$ cat src/rtl/sc_decoder_if.sv
// Handshake and result bundle for the stochastic bitstream decoder.
// The master drives the stream and consumes the result; the decoder is the slave.
interface sc_decoder_if #(
  parameter int N       = 16,
  parameter int LOG_LEN = 8
);
  logic               start;
  logic               bit_in;
  logic               bit_valid;
  logic               busy;
  logic               out_valid;
  logic               out_ready;
  logic [N-1:0]       value;
  logic [LOG_LEN:0]   ones_count;

  modport master (
    output start, bit_in, bit_valid, out_ready,
    input  busy, out_valid, value, ones_count
  );

  modport slave (
    input  start, bit_in, bit_valid, out_ready,
    output busy, out_valid, value, ones_count
  );
endinterface

$ cat src/rtl/sc_decoder.sv
// Counts the ones in a window of 2^LOG_LEN valid stochastic bits and reports
// the ratio as a Q0.N fraction, held until the consumer takes it.
module sc_decoder #(
  parameter int N       = 16,
  parameter int LOG_LEN = 8
) (
  input  logic          clk,
  input  logic          rst,
  sc_decoder_if.slave   bus
);

  typedef enum logic [1:0] {IDLE, COUNT, HOLD} state_t;

  state_t               state_q, state_d;
  logic [LOG_LEN-1:0]   cnt_q, cnt_d;
  logic [LOG_LEN:0]     acc_q, acc_d;
  logic [LOG_LEN:0]     ones_q, ones_d;
  logic [N-1:0]         value_q, value_d;

  // A full window of ones (only case with the top bit set) would overflow Q0.N.
  function automatic logic [N-1:0] sat_value(input logic [LOG_LEN:0] ones);
    logic [N+LOG_LEN:0] wide;
    wide = (N+LOG_LEN+1)'(ones) << (N-LOG_LEN);
    if (ones[LOG_LEN]) return {N{1'b1}};
    return wide[N-1:0];
  endfunction

  always_comb begin
    state_d = state_q;
    cnt_d   = cnt_q;
    acc_d   = acc_q;
    ones_d  = ones_q;
    value_d = value_q;
    case (state_q)
      IDLE: begin
        if (bus.start) begin
          state_d = COUNT;
          cnt_d   = '0;
          acc_d   = '0;
        end
      end
      COUNT: begin
        if (bus.bit_valid) begin
          cnt_d = cnt_q + LOG_LEN'(1);
          acc_d = acc_q + (LOG_LEN+1)'(bus.bit_in);
          // Counter at all-ones means this is the last bit of the window.
          if (&cnt_q) begin
            state_d = HOLD;
            ones_d  = acc_d;
            value_d = sat_value(acc_d);
          end
        end
      end
      HOLD: begin
        if (bus.out_ready) state_d = IDLE;
      end
      default: state_d = IDLE;
    endcase
  end

  always_ff @(posedge clk or posedge rst) begin
    if (rst) begin
      state_q <= IDLE;
      cnt_q   <= '0;
      acc_q   <= '0;
      ones_q  <= '0;
      value_q <= '0;
    end else begin
      state_q <= state_d;
      cnt_q   <= cnt_d;
      acc_q   <= acc_d;
      ones_q  <= ones_d;
      value_q <= value_d;
    end
  end

  assign bus.busy       = (state_q != IDLE);
  assign bus.out_valid  = (state_q == HOLD);
  assign bus.value      = value_q;
  assign bus.ones_count = ones_q;

endmodule

$ cat src/flat_wrapper.sv
// flat-port wrapper written by rule: the top's interface ports become plain ports
module sc_decoder_flat 
#(
  parameter int N       = 16,
  parameter int LOG_LEN = 8
)
  (clk, rst, bus_start, bus_bit_in, bus_bit_valid, bus_out_ready, bus_busy, bus_out_valid, bus_value, bus_ones_count);
  sc_decoder_if #(.N(N), .LOG_LEN(LOG_LEN)) bus_i ();
  input  logic clk;
  input  logic rst;
  input wire logic [$bits(bus_i.start)-1:0] bus_start;
  input wire logic [$bits(bus_i.bit_in)-1:0] bus_bit_in;
  input wire logic [$bits(bus_i.bit_valid)-1:0] bus_bit_valid;
  input wire logic [$bits(bus_i.out_ready)-1:0] bus_out_ready;
  output wire logic [$bits(bus_i.busy)-1:0] bus_busy;
  output wire logic [$bits(bus_i.out_valid)-1:0] bus_out_valid;
  output wire logic [$bits(bus_i.value)-1:0] bus_value;
  output wire logic [$bits(bus_i.ones_count)-1:0] bus_ones_count;
  assign bus_i.start = bus_start;
  assign bus_i.bit_in = bus_bit_in;
  assign bus_i.bit_valid = bus_bit_valid;
  assign bus_i.out_ready = bus_out_ready;
  assign bus_busy = bus_i.busy;
  assign bus_out_valid = bus_i.out_valid;
  assign bus_value = bus_i.value;
  assign bus_ones_count = bus_i.ones_count;
  sc_decoder #(.N(N), .LOG_LEN(LOG_LEN)) u_core (.clk(clk), .rst(rst), .bus(bus_i));
endmodule
$ cat config.mk
export PLATFORM = sky130hd
export DESIGN_NAME = sc_decoder_flat
export DESIGN_NICKNAME = d
export VERILOG_FILES = /design/src/rtl/sc_decoder_if.sv /design/src/rtl/sc_decoder.sv /design/src/flat_wrapper.sv
export SDC_FILE = /design/constraint.sdc
export NUM_CORES = 1
export LEC_CHECK = 0
export BUFFER_PORTS_ARGS = -buffer_cell sky130_fd_sc_hd__buf_2
export CAP_MARGIN = 0
export CORE_AREA = 2 2 61 57
export DETAILED_ROUTE_END_ITERATION = 10
export DIE_AREA = 0 0 63 59
export GPL_ROUTABILITY_DRIVEN = 0
export PLACE_DENSITY = 0.81
export SLEW_MARGIN = 20
export SYNTH_ARGS = -nofsm -noshare
export SYNTH_HDL_FRONTEND = slang
export SYNTH_SLANG_ARGS = --single-unit
export TNS_END_PERCENT = 1
$ cat constraint.sdc
create_clock -name clk -period 3.7 [get_ports clk]
set_input_delay 0.555 -clock clk [delete_from_list [all_inputs] [get_ports clk]]
set_output_delay 0.555 -clock clk [all_outputs]
set_load 0.01 [all_outputs]
After elaboration in Yosys (flattened, before gate mapping). Index checks and enable logic that the tools add are counted. W data, S select, Z words.

Output and inout port bits: 27. Logic and storage cells: 37. Bits of input ports: 6. Register bits after elaboration: 44.

Reduce and logical (&&, ||, !) cells: 7. Equal/unequal tests: 6. Add/subtract/negate cells: 2. Multiplexer cells: 17.

Operator list (number): $mux W16 (2); $mux W9 (2); $pmux W9 S2 (1); $mux W8 (2); $pmux W8 S2 (1); $reduce_and A10 Y1 (1); $add A9 B1 Y9 (1); $add A8 B1 Y8 const B (1); $mux W2 (4); $reduce_and A8 Y1 (1); $ne A2 B2 Y1 const B (3); $pmux W2 S3 (1); $mux W1 (4); $reduce_and A4 Y1 (1); $reduce_bool A2 Y1 (2); $reduce_and A3 Y1 (1); $eq A2 B1 Y1 const B (1); $eq A2 B2 Y1 const B (1); $logic_not A2 Y1 (1); $ne A2 B1 Y1 const B (1).

Logic depth before layout (Yosys ltp). Gate-level depths: netlist (run 1).

Depth after elaboration: 6. Gate-level depth with buffers: 6. Gate-level depth less buffers: 6.

Worst setup path after synthesis (run 1). No wires, ideal clock.

Kind: input-to-reg. Start: input bus_bit_in. End: register u_core.value_q[14], in the netlist u_core.bus.value[14]. Path buffers: 0. Arrival time: 1.625 ns. Setup time: 0.076 ns. Cell stages on the path: 6. Data required time: 3.624 ns. Slack: 1.999 ns. Path through: ha_1 > ha_1 > nand2_1 > or3_1 > and3_1 > o21ai_1.

Longest elaborated chain between the ends: 6.

RTL lines: start, declared (line flat_wrapper.sv:12) `input wire logic [$bits(bus_i.bit_in)-1:0] bus_bit_in;`; $add A9 B1 Y9 * (line sc_decoder.sv:45) `acc_d = acc_q + (LOG_LEN+1)'(bus.bit_in);`; $mux W1 (line sc_decoder.sv:24) `if (ones[LOG_LEN]) return {N{1'b1}};`; $mux W1 (line sc_decoder.sv:47) `if (&cnt_q) begin`; $mux W1 (line sc_decoder.sv:43) `if (bus.bit_valid) begin`; $mux W1 (line sc_decoder.sv:34) `case (state_q)`; $mux W16 * (line sc_decoder.sv:25) `return wide[N-1:0];`; end signal, assigned (line sc_decoder.sv:73) `value_q <= value_d;`; end, declared (line sc_decoder.sv:18) `logic [N-1:0] value_q, value_d;`.

Every way passes the cells marked *; elsewhere a longest branch is shown, timed or not. The select of a mux whose other input is x is not followed. A chain may end at the register's enable or synchronous reset.

Final worst setup path (run 1).
Start: register u_core.cnt_q[0]. End: register u_core.ones_q[0], in the netlist u_core.bus.ones_count[0].

Longest elaborated chain between the ends: 1.

RTL lines: start, declared (line sc_decoder.sv:15) `logic [LOG_LEN-1:0] cnt_q, cnt_d;`; start signal, assigned (line sc_decoder.sv:70) `cnt_q <= cnt_d;`; $reduce_and A10 Y1 (no line); end signal, assigned (line sc_decoder.sv:72) `ones_q <= ones_d;`; end, declared (line sc_decoder.sv:17) `logic [LOG_LEN:0] ones_q, ones_d;`.

Every way passes these cells.

==> metrics.txt, run 1 <==
status=finished, final reports clean; CTS resizes=0; Compound-Gate Fraction of Synth Area=0.128; initial core utilization=0.574; port buffer count=32; post-route ant nets=0; FILL cells=247; core area=3020 µm²; Sw Share=0.293; critical path cell sequence=ha_1, nand3_1, nor4_4, buf_6, mux2_1; setup TNS=0 ps; post-synthesis area per instance=10.1 µm²; Die Span Y=59 µm; top_reg_cell synth=dfrtp_1; vias per cell=5.53; vias in the first global route=1,278; initial antenna violation count=0; H-tree depth=2; Crit Path Class=register to register; normalized max-slew margin=0.563; P_sw=239 µW; Post-synth EDFFs=0; RSZ-0062 raised after global routing=false; synthesized instance count=172; final setup violation count=0; Req. time, crit path=3950 ps; post-layout min period=2010 ps; worst setup slack after layout=1690 ps; Design Area, Final=1940 µm²; peak fanout along the critical path=13; multiplexer share of the synthesized area=0.0245; first-pass GRT wire length=5780 µm; fin crit share=0.543; GR Util met3=0.0494; antenna diode count=0; CP Launch Type=register; main combinational cell family by area after synthesis=simple AND/OR/NAND/NOR gates; worst skew pair latency=360 ps; # IOs=33; Yosys top cell area share=0.520; Pleak=0.992 nW; XOR/XNOR share of the synthesized area=0.0404; Post-Syn Area=1730 µm²; Yosys top cell by area=dfrtp_1; pre-CTS setup slack=1410 ps; die width=63 µm; via count=1,345; share of post-route cells with drive strength above 1=0.244; Max-Cap Viols=0; CTS Hold Bufs=0; top post-synthesis cells by area=dfrtp_1, nor2_1, buf_4, xor2_1, o21ai_0; Area Growth Syn to Fin=11.7%; total wire length=3470 µm; GRT overflow=0; Clock Skews=11.8 ps; sequential power share=0.586; DR pass1 iterations=4; FF+latch count, synth=36; most common cell in the netlist=dfrtp_1; HPWL Detailed=2510 µm; slowest CP cell=nor4_4; root buf cell=clkbuf_4; Commonest cells post-synth=dfrtp_1, nor2_1, nand2_1, buf_4, o21ai_0; CTS max path bufs=2; Post-CTS Setup Repair Bufs=0; ys async rst share=1.00; NumNets Final=209; drt drc=0; hold crit path type=primary input to asynchronous set/reset pin; clk slew on worst S/H paths=110 ps; final slew viol count=0; Post-Synth Simple-Gate Area=0.200; routing usage on met1=0.242; slew at the pin closest to its max-slew limit=653 ps; TritonCTS buffer count=5; Yosys cell types=39; largest net degree at the start of global routing=37; Final Hold Fails=0; pwr/cell area=420 nW/µm²; Max stage delay on crit path=540 ps; Post-Synth Adder-Cell Area=0.0217; GR Util met2=0.353; Combinational Power Share=0.137; Worst IR Drop VDD=0.213 mV; share of the yosys chip area belonging to registers=0.520; crit end category=register; Cell Area, Placed=1860 µm²; Internal=575 µW; FP Rows=19; CTS tree=built; Die Area=3720 µm²; GR peak layer=met2; gr usage total=0.210; Net Count, Synth=181; clock share of power=0.277; Min Hold Slack=271 ps; Max Fclk=498 MHz; Yosys warning total=0; Avg WL per Cell=14.3 µm; Sink Count=36; CP arrival=2260 ps; violation count after the first detailed-route iteration=85
==> cell usage in the layout (no fill, tap or decap), drive strengths merged <==
master and instances:
and3 4, mux2i 2, dfrtp 36, o211ai 2, clkbuf 7, mux2 2
nor2b 1, nand2b 1, a31oi 1, nor2 26, a21oi 6, nand3b 1
and3b 1, buf 35, ha 3, o21a 1, a22o 2, a21o 5
and4 1, inv 4, or2 1, xnor2 2, a311oi 1, nand4 2
o21ai 16, or3 3, xor2 6, o31ai 2, nor3 2, and2 3
clkinvlp 1, nor4 1, nand3 6, nand2 12, nor3b 1, or3b 1
==> stage by stage <==
stage,std cells,util,total power [mW]
floorplan,172,-,0.561
global placement,234,0.617,0.583
detailed placement,234,0.617,0.593
CTS,242,0.637,0.816
global route,243,0.641,0.857
finish,243,0.641,0.814
==> power groups by stage <==
stage	Clock (mW)	Sequential [mW]	Combinational, mW
2_1_floorplan	0	0.467	0.0943
3_3_place_gp	0	0.478	0.104
3_5_place_dp	0	0.483	0.110
4_1_cts	0.229	0.475	0.113
5_1_grt	0.245	0.482	0.129
6_report	0.225	0.477	0.112
==> path summary, 6_finish.rpt <==
kind,startpoint,cells after the start,endpoint,slack (ps)
max reg2reg,u_core.cnt_q[0],5,u_core.bus.ones_count[0],1690
min,rst,3,u_core.state_q[1],270
max in group asynchronous,rst,3,u_core.cnt_q[7],3110
max,u_core.cnt_q[0],5,u_core.bus.ones_count[0],1690
min in group clk,bus_out_ready,3,u_core.state_q[1],470
min reg2reg,u_core.bus.ones_count[4],2,u_core.bus.ones_count[4],520
==> per-layer routing <==
| metal | vias up | wire (µm) | part of all wire |
|---|---|---|---|
| li1 | 646 | - | - |
| met1 | 643 | 1560 | 0.45 |
| met2 | 45 | 1660 | 0.48 |
| met3 | 11 | 153 | 0.044 |
| met4 | 0 | 102 | 0.029 |
| met5 | - | 0 | 0 |
==> state kept, by name, indices dropped and copies added, names as in the netlist <==
| register | cells |
|---|---|
| u_core.bus.value | 9 |
| u_core.cnt_q | 8 |
| u_core.state_q | 2 |
| u_core.bus.ones_count | 8 |
| u_core.acc_q | 9 |
==> kinds of logic after synthesis <==
family | count (synthesis)
AND/OR/NAND/NOR | 67
XOR/XNOR | 8
flip-flops | 36
AO/OA/AOI/OAI | 36
multiplexers | 4
adder cells (fa/ha/maj) | 3
buffers and inverters | 18
==> final cells by class <==
class,instances,area (µm²),share of cell area
Tap cell,42,52.6,0.0271
Clock buffer,7,55.1,0.0284
Multi-Input combinational cell,118,718,0.371
Inverter,4,15.0,0.00776
Sequential cell,36,901,0.465
Timing Repair Buffer,35,186,0.0963
Clock inverter,1,7.51,0.00388
==> critical path, delay by kind of cell, from the launching register on <==
kind          cells  cell delay, ps
simple gates      2             730
flops             1             410
mux               1             340
buf+inv           1             240
fa+ha+maj         1             190
No activity file was read; power rests on OpenSTA's default activity.
==> run 2: changes to the inputs <==
--- a/config.mk
+++ b/config.mk
@@ -5,13 +5,14 @@
 export SDC_FILE = /design/constraint.sdc
 export NUM_CORES = 1
 export LEC_CHECK = 0
+export ABC_AREA = 1
 export BUFFER_PORTS_ARGS = -buffer_cell sky130_fd_sc_hd__buf_2
 export CAP_MARGIN = 0
-export CORE_AREA = 2 2 61 57
+export CORE_AREA = 2 2 68 64
 export DETAILED_ROUTE_END_ITERATION = 10
-export DIE_AREA = 0 0 63 59
+export DIE_AREA = 0 0 70 66
 export GPL_ROUTABILITY_DRIVEN = 0
-export PLACE_DENSITY = 0.81
+export PLACE_DENSITY = 0.74
 export SLEW_MARGIN = 20
 export SYNTH_ARGS = -nofsm -noshare
 export SYNTH_HDL_FRONTEND = slang
==> constraint.sdc (replaced) <==
create_clock -name clk -period 1.7 [get_ports clk]
set_input_delay 0.255 -clock clk [delete_from_list [all_inputs] [get_ports clk]]
set_output_delay 0.255 -clock clk [all_outputs]
set_load 0.01 [all_outputs]
==> run 2 against run 1 <==
Sequential power up 130%. Synthesized cell count up 31%. Maximum frequency up 31%. Critical path type unchanged. Sequential share of layout area down 4.0 points.
==> metrics.txt, run 2 <==
CP Launch Type=register; share of the yosys chip area belonging to registers=0.476; Util after Layout=0.542; Die Area=4620 µm²; Max-Cap Viols=0; share of post-route cells with drive strength above 1=0.253; CTS resizes=0; via count=1,449; most frequent cells in the layout=nand2_1, dfrtp_1, buf_2, inv_1, nand3_1; Post-synth EDFFs=0; clk slew on worst S/H paths=70 ps; synthesized instance count=226; normalized max-slew margin=0.707; RSZ-0062 raised after global routing=false; FP Rows=22; Die Span Y=66 µm; hold crit path type=primary input to asynchronous set/reset pin; most common cell after layout, fill and taps aside=nand2_1; Overall Power=2.21 mW; status=finished, final reports clean; Max Fclk=653 MHz; Yosys cell types=24; port buffer count=32; Max stage delay on crit path=340 ps; Multi-input gate area=807 µm²; Min Hold Slack=58.8 ps; Post-Place Cells=298; Area Growth Syn to Fin=11.8%; slowest CP cell=dfrtp_1; CTS tree=built; Yosys top cell by area=dfrtp_1; drt drc=0; Req. time, crit path=1860 ps; initial core utilization=0.485; setup TNS=0 ps; final slew viol count=0; CTS Hold Bufs=0; Finished Layout Cells=305; vias per cell=4.75; slew at the pin closest to its max-slew limit=439 ps; Yosys warning total=0; Yosys top cell area share=0.476; vias in the first global route=1,333; fin crit share=0.901; violation count after the first detailed-route iteration=71; initial antenna violation count=0; die width=70 µm; first-pass GRT wire length=6000 µm; post-synthesis area per instance=8.38 µm²; DR pass1 iterations=4; antenna diode count=0; GRT overflow=0; HPWL Detailed=2530 µm; final setup violation count=0; Clock Skews=5.42 ps; Post-Syn Area=1890 µm²; # IOs=33; Avg WL per Cell=10.8 µm; CTS max path bufs=2; Final Hold Fails=0; peak fanout along the critical path=9; FF+latch count, synth=36; top_reg_cell synth=dfrtp_1; worst r2r path cells=9; pwr/cell area=1040 nW/µm²; gr usage total=0.167; Pleak=1.28 nW; TritonCTS buffer count=5; Worst IR Drop VDD=0.629 mV; Net Count, Synth=235; crit end category=register; core area=3910 µm²; Top cell by count, worst path=nand2_1; H-tree depth=2; FF/Latch Area=901 µm²; Sink Count=36; NumNets Final=266; post-layout min period=1530 ps; critical path cell sequence=ha_1, ha_1, nand2_1, nor2_2, nand2_1, nand2_1, nand2_1, nand2_4, nand3_1; top post-synthesis cells by area=dfrtp_1, nand2_1, nand3_1, inv_1, o21ai_2; ys async rst share=1.00; FILL cells=379; post-route ant nets=0; total wire length=3300 µm; Commonest cells post-synth=nand2_1, dfrtp_1, inv_1, nand3_1, nor2_1; root buf cell=clkbuf_8; most common cell in the netlist=nand2_1; Crit Path Class=register to register; worst skew pair latency=280 ps; CP arrival=1690 ps; Post-CTS Setup Repair Bufs=0; largest net degree at the start of global routing=37
-- run 2: cell families after synthesis --
family | count (synthesis) | share of synthesized area
simple gates | 139 | 0.349
fa+ha+maj | 3 | 0.0198
buf+inv | 35 | 0.0984
xor+xnor | 4 | 0.0185
compound gates | 9 | 0.0390
flops | 36 | 0.476
-- run 2: worst paths after layout --
path / start / to / slack (ps)
max in group asynchronous: rst / u_core.state_q[0] / 1330
min in group clk: bus_out_ready / u_core.state_q[1] / 140
worst min-delay path: rst / u_core.state_q[1] / 60
worst max register to register: u_core.acc_q[0] / u_core.bus.value[12] / 170
worst max-delay path: u_core.acc_q[0] / u_core.bus.value[12] / 170
worst min register to register: u_core.bus.ones_count[5] / u_core.bus.ones_count[5] / 480
-- run 2: worst max-delay path: cells and delay by family, from the launching register on --
kind          cells  cell delay [ps]
flops             1              340
fa+ha+maj         2              390
simple gates      7              670
-- run 2: stage by stage --
stage | area (µm²) | setup WS, ps
detailed placement | 2040 | 170
global placement | 2040 | 234
CTS | 2120 | 157
floorplan | 1890 | 332
global route | 2120 | 19.5
finish | 2120 | 169
-- run 2: layout make-up --
class	instances	area share
multi-input combinational	155	0.381
sequential	36	0.425
tap	48	0.0284
clock buffer	6	0.0343
clock inverter	1	0.00236
inverter	24	0.0425
timing repair buffer	35	0.0862
-- run 2: per-layer routing --
metal | vias up | global-route usage | wire length (µm)
li1 | 752 | - | -
met1 | 662 | 0.217 | 1640
met2 | 29 | 0.262 | 1460
met3 | 6 | 0.0473 | 149
met4 | 0 | 0.0697 | 59
met5 | - | 0 | 0
-- run 2: where the power goes --
group,total (mW),leakage (nW),internal [mW],switching (mW)
sequential,1.12,0.487,0.994,0.123
clock,0.554,0.0410,0.278,0.276
combinational,0.537,0.754,0.194,0.343
total,2.21,1.28,1.47,0.742
==> run 3: changes to the inputs <==
--- a/config.mk
+++ b/config.mk
@@ -7,12 +7,10 @@
 export LEC_CHECK = 0
 export ABC_AREA = 1
 export BUFFER_PORTS_ARGS = -buffer_cell sky130_fd_sc_hd__buf_2
-export CAP_MARGIN = 0
-export CORE_AREA = 2 2 68 64
+export CORE_AREA = 2 2 76 71
 export DETAILED_ROUTE_END_ITERATION = 10
-export DIE_AREA = 0 0 70 66
+export DIE_AREA = 0 0 78 73
 export GPL_ROUTABILITY_DRIVEN = 0
-export PLACE_DENSITY = 0.74
 export SLEW_MARGIN = 20
 export SYNTH_ARGS = -nofsm -noshare
 export SYNTH_HDL_FRONTEND = slang
==> run 3 against run 2 <==
Clock skew is 0.52 ps lower. Core utilization is 11 points lower. Maximum frequency up 1.7%. Via count is 2.0% higher. Clock-buffer cell count stayed put. Wire length is 8.4% higher. Combinational power is 1% lower. Critical endpoint is now u_core.bus.value[14]. Worst hold slack got worse by 6.0 ps.
==> metrics.txt, run 3 (same netlist as run 2, synthesis figures left out) <==
antenna diode count=0; pwr/cell area=1060 nW/µm²; CTS tree=built; worst r2r path cells=9; violation count after the first detailed-route iteration=81; RSZ-0062 raised after global routing=false; post-layout min period=1510 ps; port buffer count=32; Area Growth Syn to Fin=13.9%; share of post-route cells with drive strength above 1=0.260; GRT overflow=0; FP Rows=25; clock share of power=0.277; final setup violation count=0; routing usage on met1=0.187; Design Area, Final=2160 µm²; GR Util met3=0.0396; Sink Count=36; reg2reg start=u_core.acc_q[0]; NumNets Final=266; worst skew pair latency=290 ps; Finished Layout Cells=325; normalized max-slew margin=0.692; CP arrival=1670 ps; # IOs=33; TritonCTS buffer count=5; RR Endpoint=u_core.bus.value[14]; Die Area=5690 µm²; vias in the first global route=1,397; Sw Share=0.338; DR pass1 iterations=4; Req. time, crit path=1870 ps; Pleak=1.29 nW; fin crit share=0.886; Combinational Power Share=0.232; die width=78 µm; drt drc=0; hold crit path type=primary input to asynchronous set/reset pin; sequential power share=0.491; root buf cell=clkbuf_8; initial antenna violation count=0; Final Hold Fails=0; GR peak layer=met2; peak fanout along the critical path=9; first-pass GRT wire length=6410 µm; most common cell after layout, fill and taps aside=nand2_1; Die Span Y=73 µm; GR Util met2=0.231; slew at the pin closest to its max-slew limit=461 ps; Max Fclk=664 MHz; P_sw=769 µW; Cell Area, Placed=2060 µm²; vias per cell=4.55; CP Launch Type=register; Worst IR Drop VDD=0.411 mV; largest net degree at the start of global routing=37; post-route ant nets=0; Avg WL per Cell=11.0 µm; final slew viol count=0; HPWL Detailed=2650 µm; Internal=1.51 mW; CTS max path bufs=2; status=finished, final reports clean; Clock Skews=4.90 ps; setup TNS=0 ps; most frequent cells in the layout=nand2_1, dfrtp_1, buf_2, inv_1, nand3_1; flop-to-flop setup slack=190 ps; clk slew on worst S/H paths=70 ps; H-tree depth=2; CTS resizes=0; initial core utilization=0.379; Post-CTS Setup Repair Bufs=0; total wire length=3580 µm; Max-Cap Viols=0; Crit Path Class=register to register; via count=1,478; gr usage total=0.146; Post-Place Cells=317; core area=5000 µm²; CTS Hold Bufs=0; crit end category=register
==> run 3: area by class of cell <==
type                       instances  area (µm²)
clock buffer                       6        82.6
clock inverter                     2        10.0
fill                             508        2850
inverter                          24        90.1
multi-input combinational        155         807
sequential                        36         901
tap                               67        83.8
timing repair buffer              35         183
==> run 3: per-layer routing <==
layer,routed length (µm),part of all wire
met5,0,0
met4,74,0.021
met3,172,0.048
met2,1580,0.44
met1,1760,0.49
==> run 3: worst max-delay path by stage <==
stage / startpoint / end / slack [ps] / cells past startpoint
2_1_floorplan: u_core.acc_q[0] / u_core.bus.value[10] / 330 / 8
3_3_place_gp: u_core.cnt_q[0] / u_core.bus.value[8] / 230 / 7
3_5_place_dp: bus_bit_in / u_core.bus.value[14] / 180 / 10
4_1_cts: u_core.cnt_q[0] / u_core.bus.value[8] / 170 / 7
5_1_grt: u_core.cnt_q[0] / u_core.bus.value[8] / 10 / 7
6_report: u_core.acc_q[0] / u_core.bus.value[14] / 190 / 9
==> run 3: power by group through the flow <==
| stage | Combinational (mW) | Clock, mW | Sequential [mW] |
|---|---|---|---|
| after floorplan | 0.441 | 0 | 1.11 |
| after global placement | 0.525 | 0 | 1.13 |
| after detailed placement | 0.537 | 0 | 1.13 |
| after CTS | 0.538 | 0.654 | 1.12 |
| after global routing | 0.615 | 0.694 | 1.14 |
| final | 0.529 | 0.632 | 1.12 |
==> run 3: worst max-delay path: stages, from the launching register on <==
cell	delay, ps
dfrtp_1	350
ha_1	190
ha_1	190
nand2_1	90
nor2_2	140
nand2_1	70
nand2_1	50
nand2_1	90
nand2_4	120
nand3_1	90
==> run 3: stage by stage <==
stage | utilization | total power, mW | setup slack (ps) | hold WS (ps)
after detailed placement | 0.413 | 1.67 | 178 | 383
after global placement | 0.413 | 1.66 | 226 | 379
after floorplan | - | 1.55 | 332 | 341
after CTS | 0.431 | 2.31 | 175 | 64.3
after global routing | 0.431 | 2.45 | 13.1 | 114
final | 0.431 | 2.28 | 194 | 52.8
